===== config.mk =====
export PLATFORM = sky130hd
export DESIGN_NAME = fp_round_pack
export DESIGN_NICKNAME = d
export VERILOG_FILES = /design/src/rtl/fp_round_pack.sv
export SDC_FILE = /design/constraint.sdc
export NUM_CORES = 1
export LEC_CHECK = 0
export BUFFER_PORTS_ARGS = -buffer_cell sky130_fd_sc_hd__buf_4
export CORE_ASPECT_RATIO = 2
export CORE_MARGIN = 2
export CORE_UTILIZATION = 58
export DETAILED_ROUTE_END_ITERATION = 16
export PLACE_DENSITY = 0.85
export SYNTH_ARGS = -nofsm -noshare
export SYNTH_HDL_FRONTEND = slang
export SYNTH_SLANG_ARGS = --single-unit

===== constraint.sdc =====
create_clock -name clk -period 7.4 [get_ports clk]
set_input_delay 1.48 -clock clk [delete_from_list [all_inputs] [get_ports clk]]
set_output_delay 1.48 -clock clk [all_outputs]
set_load 0.02 [all_outputs]

===== src/rtl/fp_round_pack.sv =====
// fp_round_pack: normalise, round-to-nearest-even and pack an IEEE-754 word.
// Stage 1 normalises the [1,4) significand and extracts guard/sticky bits;
// stage 2 rounds, checks exponent range, applies specials and registers the packed word.
module fp_round_pack #(
    parameter int EXP_W = 8,
    parameter int MAN_W = 23
) (
    input  logic                     clk,
    input  logic                     arst,
    input  logic                     en,
    input  logic                     valid_in,
    input  logic                     s_in,
    input  logic signed [EXP_W+1:0]  exp_in,
    input  logic [2*MAN_W+1:0]       mant_in,
    input  logic                     nan_in,
    input  logic                     inf_in,
    input  logic                     zero_in,
    output logic [EXP_W+MAN_W:0]     result,
    output logic                     valid_out,
    output logic                     overflow,
    output logic                     underflow,
    output logic                     inexact
);

    localparam int SIG_W = 2*MAN_W + 2;
    localparam logic signed [EXP_W+2:0] EXP_MAX = {3'b000, {EXP_W{1'b1}}};

    // Stage-1 registers. The hidden bit is always 1 after normalisation, so only the fraction is kept.
    logic                    r_sign;
    logic signed [EXP_W+1:0] r_exp;
    logic [MAN_W-1:0]        r_frac;
    logic                    r_g;
    logic                    r_s;
    logic                    r_nan;
    logic                    r_inf;
    logic                    r_zero;
    logic                    r_valid;

    logic signed [EXP_W+1:0] w_exp;
    logic [MAN_W-1:0]        w_frac;
    logic                    w_g;
    logic                    w_s;

    // Normalise: values in [2,4) shift right one place and bump the exponent.
    always_comb begin
        w_exp  = exp_in;
        w_frac = mant_in[SIG_W-3 -: MAN_W];
        w_g    = mant_in[MAN_W-1];
        w_s    = |mant_in[MAN_W-2:0];
        if (mant_in[SIG_W-1]) begin
            w_exp  = exp_in + {{(EXP_W+1){1'b0}}, 1'b1};
            w_frac = mant_in[SIG_W-2 -: MAN_W];
            w_g    = mant_in[MAN_W];
            w_s    = |mant_in[MAN_W-1:0];
        end
    end

    // Stage-1 pipeline register; payload loads on every enabled edge.
    always_ff @(posedge clk or posedge arst) begin
        if (arst) begin
            r_sign  <= 1'b0;
            r_exp   <= '0;
            r_frac  <= '0;
            r_g     <= 1'b0;
            r_s     <= 1'b0;
            r_nan   <= 1'b0;
            r_inf   <= 1'b0;
            r_zero  <= 1'b0;
            r_valid <= 1'b0;
        end else if (en) begin
            r_sign  <= s_in;
            r_exp   <= w_exp;
            r_frac  <= w_frac;
            r_g     <= w_g;
            r_s     <= w_s;
            r_nan   <= nan_in;
            r_inf   <= inf_in;
            r_zero  <= zero_in;
            r_valid <= valid_in;
        end
    end

    logic                    w_round_up;
    logic                    w_carry;
    logic [MAN_W-1:0]        w_frac_rnd;
    logic signed [EXP_W+2:0] w_exp_fin;
    logic                    w_ovf_rng;
    logic                    w_unf_rng;
    logic [EXP_W+MAN_W:0]    w_res;
    logic                    w_ovf;
    logic                    w_unf;
    logic                    w_inx;

    // Round to nearest even. A carry out of an all-ones fraction wraps it to zero,
    // which is exactly the 1.000..0 significand, so only the exponent needs the carry.
    always_comb begin
        w_round_up = r_g & (r_s | r_frac[0]);
        w_carry    = w_round_up & (&r_frac);
        w_frac_rnd = r_frac + {{(MAN_W-1){1'b0}}, w_round_up};
        w_exp_fin  = {r_exp[EXP_W+1], r_exp} + {{(EXP_W+2){1'b0}}, w_carry};
        w_ovf_rng  = (w_exp_fin >= EXP_MAX);
        w_unf_rng  = w_exp_fin[EXP_W+2] | (w_exp_fin == '0);
    end

    // Pack: specials first (nan > inf > zero), then range checks on the rounded exponent.
    always_comb begin
        w_res = {r_sign, w_exp_fin[EXP_W-1:0], w_frac_rnd};
        w_ovf = 1'b0;
        w_unf = 1'b0;
        w_inx = r_g | r_s;
        if (r_nan) begin
            w_res = {1'b0, {EXP_W{1'b1}}, 1'b1, {(MAN_W-1){1'b0}}};
            w_inx = 1'b0;
        end else if (r_inf) begin
            w_res = {r_sign, {EXP_W{1'b1}}, {MAN_W{1'b0}}};
            w_inx = 1'b0;
        end else if (r_zero) begin
            w_res = {r_sign, {(EXP_W+MAN_W){1'b0}}};
            w_inx = 1'b0;
        end else if (w_ovf_rng) begin
            w_res = {r_sign, {EXP_W{1'b1}}, {MAN_W{1'b0}}};
            w_ovf = 1'b1;
            w_inx = 1'b1;
        end else if (w_unf_rng) begin
            w_res = {r_sign, {(EXP_W+MAN_W){1'b0}}};
            w_unf = 1'b1;
            w_inx = 1'b1;
        end
    end

    // Output register: word and flags always move together.
    always_ff @(posedge clk or posedge arst) begin
        if (arst) begin
            result    <= '0;
            valid_out <= 1'b0;
            overflow  <= 1'b0;
            underflow <= 1'b0;
            inexact   <= 1'b0;
        end else if (en) begin
            result    <= w_res;
            valid_out <= r_valid;
            overflow  <= w_ovf;
            underflow <= w_unf;
            inexact   <= w_inx;
        end
    end

endmodule


==> results list <==
* Post-synthesis share of cell area spent on and, or, nand and nor gates: 0.172
- Number of buffers on the longest clock path: 2
- STA puts the critical path data arrival time at 4340 ps.
- Parity-gate share of the synthesized area counting xor and xnor cells: 0.0691
- Summed over all cells, the static leakage comes to 2.37 nW.
- The portion of synthesized area spent on multiplexers is 0.0808.
- The wire-length estimate of the detail-placed layout is 7.78 mm.
- After synthesis the netlist holds a flip-flop and latch count of 76.
* Global placement routability congestion: 0.908
- Clock tree synthesis found a total of 76 sinks.
- The clock reaches the later pin of the worst-skew pair after 340 ps.
- In this run the post-CTS setup repair buffer count came out at 0.
- Summed instance area of the synthesized netlist: 0.00418 mm²
* Nature of the critical path startpoint: flop
- Relative to the synthesized area, the layout overhead comes to 25.6%.
- Of the post-synthesis cell area, the dominant cell type holds 0.455.
- Post-route non-filler standard cell count: 600
- Max-slew violations: 0
- The first global-routing pass estimated 17.3 mm of wire.
- From left edge to right edge, the die measures 64.0 µm.
- Share of synthesized registers carrying an async set or reset: 1.00
- Post-cts hold buffer count: 0
- Synthesis produced a netlist whose cell count is 416.
- Along the worst path, the maximum fanout reaches 22.
* Port Buffers: 101
- Synthesis instantiated 54 different standard cells from the library.
* Critical path class: reg2reg
- List of most frequent post-synthesis cells: 76 x sky130_fd_sc_hd__dfrtp_1, 55 x sky130_fd_sc_hd__nor2_1, 37 x sky130_fd_sc_hd__a21oi_1
- Power spent charging and discharging nets: 311 µW
- The post-synthesis compound-gate area fraction is 0.173.
- Mean instance size in the synthesized netlist: 10.1 µm²
- Reg power frac: 0.435
- Final-layout setup total negative slack: 0 ps
* Internal power consumption: 811 µW
- The min-delay analysis places its worst path in the category reg2reg.
- Synthesized Nets: 486
- Starting density of the core: 0.602
- Hold violation count in the final report: 0
* Via count of the first global-routing pass: 3,702
* Total CTS buffers: 9
- Sum of overflow across all layers after global routing: 0
- Number of placed cells counting well taps: 584
* Number of placed I/O pins: 102
- Across the run, the number of max-cap violations was 0.
- Combinational family with the most area after synthesis: compound AO/OA/AOI/OAI gates
* Pin count of the biggest net entering global routing: 81
- Part of the total power dissipated in combinational logic: 0.161
* CP Data Required Time: 7660 ps
- Of the total synthesized cell area, the portion taken by full adders, half adders and majority gates is 0.0120.
- The routed design could run at a clock period as short as 4080 ps.
- IR analysis of the VDD net gives a maximum drop of 0.227 mV.
- The number of gates resized after CTS was 0.
- Of the available clock period, the critical path in the final layout requires 0.552.
* Ant. Diodes: 0
* Cell Pwr Density: 214 mW/mm²
- Share of cells above drive strength 1: 0.284
- Initial detailed-routing violation count: 256
* Top FF cell, synth: sky130_fd_sc_hd__dfrtp_1
* Routed Antenna Nets: 0
- Max transition margin: 0.369
- The die covers 0.00795 mm².
- Worst-case clock skew: 8.53 ps
- STA classifies the critical path endpoint as a flop.
- Critical Path Slowest Stage Cell: sky130_fd_sc_hd__nor4_1
* Number of enable flip-flop cells after synthesis: 0
- After detailed routing, the average wire length per cell comes to 18.0 µm.
* Core area: 0.00694 mm²
- Walking the worst path, the cells encountered are nand4_1 -> nor4_1 -> and3_1 -> ha_1 -> ha_1 -> nand3_1 -> a2111o_1 -> a21o_1 -> a22oi_4 -> nand4_4 -> o2bb2ai_2.
- Of all cell types, the one taking the most synthesized area is sky130_fd_sc_hd__dfrtp_1.
* CTS HTree Levels: 3
* Slew at the pin closest to its max-slew limit: 947 ps
* Final Net Count: 575
- Setup violations remaining at the end of the flow were counted as 0.
- Dominant cells by area after synthesis: sky130_fd_sc_hd__dfrtp_1 45%, sky130_fd_sc_hd__mux2i_1 6.5%, sky130_fd_sc_hd__nor2_1 4.9%
- Number of vias in the routed layout: 3,592
* Wire length after detailed routing: 10.8 mm
* TritonCTS clock tree: built
* Overall routing resource usage: 0.288
- After detailed routing, the number of vias per cell comes to 5.99.
* Yosys warning total: 0
- Relative contribution of the clock network to total power: 0.404
* DR pass1 iterations: 5
* Status: completed
- CTS placed an instance of sky130_fd_sc_hd__clkbuf_16 at the clock tree root.
- Standard-cell rows: 43
* Most repeated library cell on the critical path: sky130_fd_sc_hd__ha_1
- For this run, the register share of the synthesized area comes to 0.455.
- Peak Freq: 0.245 GHz
* Die Y: 124 µm
* Most repeated cell in the gate-level netlist after synthesis: sky130_fd_sc_hd__dfrtp_1
- Setup repair after global routing left no endpoint under its margin.
* Final routed DRC violation total: 0
- Fraction of the core area covered by cells at the end of the flow: 0.757
- After clock tree synthesis, the clock-pin slew on the worst setup and hold paths is 60 ps.
- Initial antenna violation count: 0
- For this run, the slowest stage of the critical path takes 560 ps.
- Switching Fraction: 0.277
## worst paths after layout
path	slack (ps)	cells after the start	to	from
min in group asynchronous	1430	3	result[26]$_DFFE_PP0P_	arst
setup reg to reg	3320	11	result[18]$_DFFE_PP0P_	r_frac[4]$_DFFE_PP0P_
setup / recovery	3320	11	result[18]$_DFFE_PP0P_	r_frac[4]$_DFFE_PP0P_
hold reg to reg	490	1	result[6]$_DFFE_PP0P_	result[6]$_DFFE_PP0P_
hold / removal	490	1	result[6]$_DFFE_PP0P_	result[6]$_DFFE_PP0P_
max in group asynchronous	5350	3	result[12]$_DFFE_PP0P_	arst
## state kept, by name (all words and copies together) (netlist names)
name / count
underflow: 1
r_zero: 1
r_s: 1
r_g: 1
inexact: 1
overflow: 1
result: 32
r_exp: 10
r_inf: 1
valid_out: 1
r_sign: 1
r_frac: 23
r_valid: 1
r_nan: 1
## worst max-delay path: cells and delay by family, from the launching register on
family	cells	cell delay, ps
adders and majority gates	2	700
DFF	1	440
and+or+nand+nor	5	1660
AOI/OAI and AO/OA	4	1180
## cells by family (layout without fill, tap and decap cells)
kind of cell	count (synthesis)	after routing
buffers and inverters	34	128
flip-flops	76	76
XOR/XNOR	33	33
AO/OA/AOI/OAI	98	98
adder cells (fa/ha/maj)	4	4
AND/OR/NAND/NOR	138	138
multiplexers	33	33
## placed cells by master, fill, tap and decap left out, types with 2 or more instances in the layout
cell | Yosys | layout
sky130_fd_sc_hd__ha_1 | 4 | 4
sky130_fd_sc_hd__a211oi_1 | 2 | 2
sky130_fd_sc_hd__nor3_1 | 4 | 4
sky130_fd_sc_hd__mux2i_1 | 27 | 27
sky130_fd_sc_hd__dfrtp_1 | 76 | 76
sky130_fd_sc_hd__nor2_1 | 55 | 55
sky130_fd_sc_hd__nand2_1 | 15 | 15
sky130_fd_sc_hd__and2_1 | 2 | 2
sky130_fd_sc_hd__and4_2 | 2 | 2
sky130_fd_sc_hd__nand3_1 | 13 | 13
sky130_fd_sc_hd__nand4_1 | 16 | 16
sky130_fd_sc_hd__mux2_2 | 6 | 6
sky130_fd_sc_hd__a22o_1 | 2 | 2
sky130_fd_sc_hd__xor2_1 | 19 | 19
sky130_fd_sc_hd__o21ai_0 | 12 | 12
sky130_fd_sc_hd__nor4_1 | 8 | 8
sky130_fd_sc_hd__xnor2_1 | 14 | 14
sky130_fd_sc_hd__a21boi_0 | 8 | 8
sky130_fd_sc_hd__nand2b_1 | 2 | 2
sky130_fd_sc_hd__nor2b_1 | 2 | 2
sky130_fd_sc_hd__o2bb2ai_1 | 13 | 13
sky130_fd_sc_hd__or3_1 | 3 | 3
sky130_fd_sc_hd__clkbuf_8 | 0 | 2
sky130_fd_sc_hd__nand4b_1 | 3 | 3
sky130_fd_sc_hd__a21oi_1 | 37 | 37
sky130_fd_sc_hd__a31oi_1 | 3 | 3
sky130_fd_sc_hd__clkinvlp_4 | 0 | 2
sky130_fd_sc_hd__o2bb2ai_2 | 10 | 10
sky130_fd_sc_hd__and3_1 | 5 | 5
sky130_fd_sc_hd__clkbuf_16 | 0 | 9
sky130_fd_sc_hd__inv_1 | 8 | 7
sky130_fd_sc_hd__buf_4 | 1 | 103
## metrics by stage
stage / hold slack, ps / instance area [µm²] / total power, mW / setup slack, ps
4_1_cts: 495 / 5250 / 1.13 / 3340
5_1_grt: 510 / 5250 / 1.17 / 2890
3_5_place_dp: 481 / 4940 / 0.674 / 3400
3_3_place_gp: 471 / 4940 / 0.666 / 3600
2_1_floorplan: 462 / 4180 / 0.597 / 3980
6_report: 489 / 5250 / 1.12 / 3320
## power groups by stage
stage	combinational, mW	sequential [mW]	clock (mW)
global route	0.198	0.492	0.477
finish	0.181	0.488	0.454
global placement	0.175	0.491	0
floorplan	0.105	0.492	0
CTS	0.182	0.486	0.461
detailed placement	0.180	0.494	0
## per-layer routing
layer  track usage  vias to the layer above  part of all wire
met5             0                        -                 0
met4         0.168                        0             0.042
met3        0.0506                       38             0.051
met2         0.520                      131              0.57
met1         0.310                     1736              0.34
li1              -                     1687                 -
## cell type report
class,instances,area [µm²]
fill,473,1690
clock inverter,5,58.8
multi-input combinational,306,2120
tap,90,113
inverter,9,33.8
timing repair buffer,103,773
clock buffer,11,253
sequential,76,1900
Power figures use the tool's default switching activity.
